<file path="config.mk">
export PLATFORM = sky130hd
export DESIGN_NAME = gf2m_inverse_seq
export DESIGN_NICKNAME = d
export VERILOG_FILES = /design/src/rtl/gf2m_inverse_seq.sv
export SDC_FILE = /design/constraint.sdc
export NUM_CORES = 1
export LEC_CHECK = 0
export CAP_MARGIN = 20
export CORE_MARGIN = 10
export CORE_UTILIZATION = 60
export DETAILED_ROUTE_END_ITERATION = 16
export HOLD_SLACK_MARGIN = 0.1
export PLACE_DENSITY = 0.84
export REMOVE_ABC_BUFFERS = 1
export SETUP_SLACK_MARGIN = 0.2
export SLEW_MARGIN = 20
export SYNTH_ARGS = -nofsm -noshare
export SYNTH_HDL_FRONTEND = slang
export SYNTH_SLANG_ARGS = --single-unit
</file>
<file path="constraint.sdc">
create_clock -name clk -period 3.49 [get_ports clk]
set_input_delay 0.698 -clock clk [delete_from_list [all_inputs] [get_ports clk]]
set_output_delay 0.698 -clock clk [all_outputs]
set_load 0.02 [all_outputs]
</file>
<file path="src/rtl/gf2m_inverse_seq.sv">
// GF(2^M) multiplicative inverse z = x^(2^M-2) by iterative square-and-multiply, fixed latency M-1.
// Optional zero-operand flag output enabled by defining GF_INV_ZERO_FLAG_EN.
module gf2m_inverse_seq #(
   parameter int         M    = 6,
   parameter logic [M:0] POLY = 7'b1000011
) (
   input  logic         clk,
   input  logic         resetN,
   input  logic         start,
   input  logic [M-1:0] x,
   output logic         busy,
   output logic         done,
   output logic [M-1:0] z
`ifdef GF_INV_ZERO_FLAG_EN
   ,
   output logic         zero_err
`endif
);

   localparam int CW = $clog2(M + 1);
   typedef logic [2*M-2:0] wide_t;

   typedef enum logic {IDLE, CALC} state_t;

   state_t        state, next_state;
   logic [M-1:0]  acc, sq;
   logic [CW-1:0] cnt;
`ifdef GF_INV_ZERO_FLAG_EN
   logic          zero_pend;
`endif

   // Carry-less product followed by top-down reduction modulo POLY.
   function automatic logic [M-1:0] gf_mul(input logic [M-1:0] a, input logic [M-1:0] b);
      wide_t p;
      p = '0;
      for (int i = 0; i < M; i++)
         if (b[i]) p = p ^ (wide_t'(a) << i);
      for (int i = 2*M-2; i >= M; i--)
         if (p[i]) p = p ^ (wide_t'(POLY) << (i - M));
      return p[M-1:0];
   endfunction

   always_ff @(posedge clk or negedge resetN) begin
      if (!resetN) state <= IDLE;
      else         state <= next_state;
   end

   always_comb begin
      next_state = state;
      busy       = 1'b0;
      case (state)
         IDLE: if (start) next_state = CALC;
         CALC: begin
            busy = 1'b1;
            if (cnt == CW'(1)) next_state = IDLE;
         end
         default: next_state = IDLE;
      endcase
   end

   // acc collects x^2 * x^4 * ... ; the final multiply lands directly in z.
   always_ff @(posedge clk or negedge resetN) begin
      if (!resetN) begin
         acc  <= '0;
         sq   <= '0;
         cnt  <= '0;
         z    <= '0;
         done <= 1'b0;
`ifdef GF_INV_ZERO_FLAG_EN
         zero_pend <= 1'b0;
         zero_err  <= 1'b0;
`endif
      end else begin
         done <= 1'b0;
         case (state)
            IDLE: begin
               if (start) begin
                  sq  <= gf_mul(x, x);
                  acc <= {{(M-1){1'b0}}, 1'b1};
                  cnt <= CW'(M - 1);
`ifdef GF_INV_ZERO_FLAG_EN
                  zero_pend <= (x == '0);
`endif
               end
            end
            CALC: begin
               acc <= gf_mul(acc, sq);
               sq  <= gf_mul(sq, sq);
               cnt <= cnt - CW'(1);
               if (cnt == CW'(1)) begin
                  z    <= gf_mul(acc, sq);
                  done <= 1'b1;
`ifdef GF_INV_ZERO_FLAG_EN
                  zero_err <= zero_pend;
`endif
               end
            end
            default: ;
         endcase
      end
   end

endmodule

</file>
==> summary.txt <==
Timing
  • Setup repair after global routing missed its margin: false
  • Final setup violation count: 0
  • Worst setup skew after layout: between 0.001 and 0.0015 ns
  • Highest clock rate: around 420 MHz
  • Relative max-transition margin: 0.3325
  • Clock period minus worst slack: between 2 and 2.5 ns
  • Hold violation total from the final report: 0
  • Total negative slack: 0 ns
  • Worst Tran Pin Value: approximately 1.0 ns
  • Pins Over Slew Limit: 0
  • Final critical-path share of the clock period: 0.6841

Worst setup path
  • Crit path cell chain: clkdlybuf4s50_1
  • Critical Path Stages: 1
  • Longest individual stage delay on the worst path: about 0.7 ns
  • Start point of the critical path: state$_DFF_PN0_
  • Setup crit end: busy
  • Critical Path RT: roughly 2.8 ns
  • Sort of element at the start of the critical path: flop
  • Data arrival, critical path: about 1.7 ns
  • Slowest cell on the critical path: sky130_fd_sc_hd__clkdlybuf4s50_1
  • Worst reg2reg startpoint: sq[3]$_DFFE_PN0P_
  • End of the worst register-to-register path: acc[1]$_DFFE_PN0P_
  • Setup slack on the worst flop-to-flop path: about 1.4 ns
  • Family with the most delay on the worst path: buffers and inverters
  • Critical Setup Path Class: flop to output pin
  • Logic depth of the worst register-to-register path: 5
  • Setup crit end kind: output pin
  • Highest net fanout along the worst path: 16
  • Count of buffer and inverter cells on the critical path: 1

Finish
  • Share of cells above drive strength 1: 0.04494
  • Commonest non-fill, non-tap cell in the layout: sky130_fd_sc_hd__nand2_1
  • Commonest non-fill, non-tap cells in the layout: sky130_fd_sc_hd__nand2_1, sky130_fd_sc_hd__xnor2_1, sky130_fd_sc_hd__dfrtp_1
  • Growth of design area from synthesis to finish: 10.19%
  • Diodes inserted: 0
  • Net total in the final layout: 190

Flow run
  • Number of max-capacitance violations reported: 0

Routing
  • Uppermost metal layer occupied by signal nets: met4
  • Detailed-routed wire length on met2: 1.558 mm
  • Number of search-and-repair iterations in the first detailed-routing pass: 4
  • DR iter-0 viols: 80
  • Number of routed nets with antenna violations: 0
  • Number of design rule violations left after detail routing: 0
  • Final routed wirelength across all metal layers: between 3 and 4 mm
  • Met3 layer wire length in the routed design: 149 um
  • Post-DR vias/cell: approximately 5.6
  • Count of vias placed by the detailed router: ~1.2k
  • Post-detailed-route wirelength per cell: roughly 15 um
  • Met1 Routed Length: roughly 1.3 mm

Yosys
  • Share of synthesized area occupied by flip-flops and latches: 0.3749
  • Number of instances in the synthesized netlist: 172
  • Ys Warns: 0
  • Synth cell types: 29
  • Biggest area contributors in the synthesized netlist: sky130_fd_sc_hd__dfrtp_1, sky130_fd_sc_hd__xnor2_1, sky130_fd_sc_hd__nand2_1
  • Count of state elements after synthesis: 23
  • Post-synthesis instance area: around 0.0015 mm2
  • Mean instance size in the synthesized netlist: roughly 9 um2
  • Dominant cell type by area after synthesis: sky130_fd_sc_hd__dfrtp_1
  • Yosys top cell area share: 0.3749

Floorplan
  • Area of the die: 0.004982 mm2
  • Total I/O pin count: 17
  • Die Height: approximately 71 um
  • Row Count: 18
  • Initial Utilization: 0.6254
  • Core footprint: 0.002455 mm2
  • Die width: slightly above 70 um

CTS
  • Clock sinks: 23
  • TritonCTS clock tree: done
  • Number of buffers inserted during clock tree synthesis: 3
  • Buffer cell driving the clock tree root: sky130_fd_sc_hd__clkbuf_4
  • CTS max path bufs: 2
  • Hold-fix buffers at CTS: 0
  • Insertion delay of the later-clocked pin in the worst-skew pair: about 0.32 ns
  • Clock Pin Slew Worst Setup and Hold Paths: roughly 0.13 ns
  • Post-CTS setup buffer count: 0
  • Number of resized instances in the post-cts repair step: 0
  • H-tree depth: 1

Global route
  • Grt total ovfl: 0
  • Total track usage: 0.1303
  • Via count of the first global-routing pass: roughly 1.2k
  • Number of antenna violations at the first check in global routing: 0
  • First-pass GRT wire length: about 5.5 mm
  • Maximum number of pins on one net before global-route repair: 24

Outcome
  • Result of the run: finished clean

Placement
  • Half-perimeter wire length after placement: ~2.3 mm
  • Port Buf Inserts: 16
  • Final RePlAce weighted congestion: 0.8221

Min path
  • Hold WC Path Type: flop to flop
==> worst min path at each step <==
stage                           startpoint                 end  slack (ns)  cells past startpoint
after global routing      z[5]$_DFFE_PN0P_    z[5]$_DFFE_PN0P_        0.55                      2
after floorplan                     resetN  acc[0]$_DFFE_PN0P_        0.40                      0
after detailed placement  z[2]$_DFFE_PN0P_    z[2]$_DFFE_PN0P_        0.47                      2
after CTS                 z[2]$_DFFE_PN0P_    z[2]$_DFFE_PN0P_        0.50                      2
after global placement    z[5]$_DFFE_PN0P_    z[5]$_DFFE_PN0P_        0.47                      2
final                     z[3]$_DFFE_PN0P_    z[3]$_DFFE_PN0P_        0.50                      2
==> area by class of cell <==
| type | instances | area (um2) |
|---|---|---|
| Multi-Input combinational cell | 131 | 873.3 |
| Fill cell | 193 | 763.2 |
| Sequential cell | 23 | 575.6 |
| Timing Repair Buffer | 16 | 160.2 |
| Tap cell | 30 | 37.54 |
| Clock buffer | 3 | 22.52 |
| Inverter | 4 | 15.01 |
| Clock inverter | 1 | 7.507 |
==> flip-flops by register name (all words and copies together) (netlist names) <==
signal  count
acc         6
cnt         3
done        1
sq          6
state       1
z           6
==> logic make-up (layout without fill, tap and decap cells) <==
kind of cell / Yosys count / count (layout) / share of synthesized area
AOI/OAI and AO/OA: 25 / 25 / 0.1002
xor gates and xnor gates: 36 / 36 / 0.2461
and+or+nand+nor: 62 / 62 / 0.1655
adders and majority gates: 2 / 2 / 0.01630
buffers and inverters: 18 / 24 / 0.05623
muxes: 6 / 6 / 0.04075
DFF: 23 / 23 / 0.3749
==> worst reg2reg max path, stage by stage (launching register included) <==
cell and delay (ns):
sky130_fd_sc_hd__dfrtp_1 0.55, sky130_fd_sc_hd__nand2_1 0.12, sky130_fd_sc_hd__xnor3_1 0.39, sky130_fd_sc_hd__xnor2_2 0.31
sky130_fd_sc_hd__xnor3_1 0.50, sky130_fd_sc_hd__o22ai_2 0.15
==> cells in the mapped netlist, drive strengths merged <==
cell / number
a21oi: 8
a221oi: 1
a2bb2oi: 1
a311oi: 1
buf: 5
clkbuf: 9
dfrtp: 23
ha: 2
inv: 4
mux2: 2
mux2i: 4
nand2: 46
nand3b: 1
nor2: 10
nor2b: 1
nor3: 2
nor3b: 1
nor4bb: 1
o21ai: 8
o21ba: 1
o22ai: 5
xnor2: 27
xnor3: 4
xor2: 5
==> per-layer routing <==
metal | vias to the layer above | GRT usage
li1 | 567 | -
met1 | 553 | 0.1479
met2 | 33 | 0.2226
met3 | 11 | 0.02650
met4 | 0 | 0.07312
met5 | - | 0
==> through the flow <==
stage / instances / util / cell area, um2 / setup slack, ns / hold slack [ns]
after floorplan: 158 / - / 1464 / 1.610 / 0.4024
after global routing: 208 / 0.6891 / 1692 / 1.011 / 0.5480
after global placement: 204 / 0.6769 / 1662 / 1.360 / 0.4732
after detailed placement: 204 / 0.6769 / 1662 / 1.247 / 0.4742
final: 208 / 0.6891 / 1692 / 1.102 / 0.4961
after CTS: 208 / 0.6891 / 1692 / 1.100 / 0.5041
Power is not shown: default switching activity piles up to over one toggle a cycle in this logic, so the estimate is an artifact.
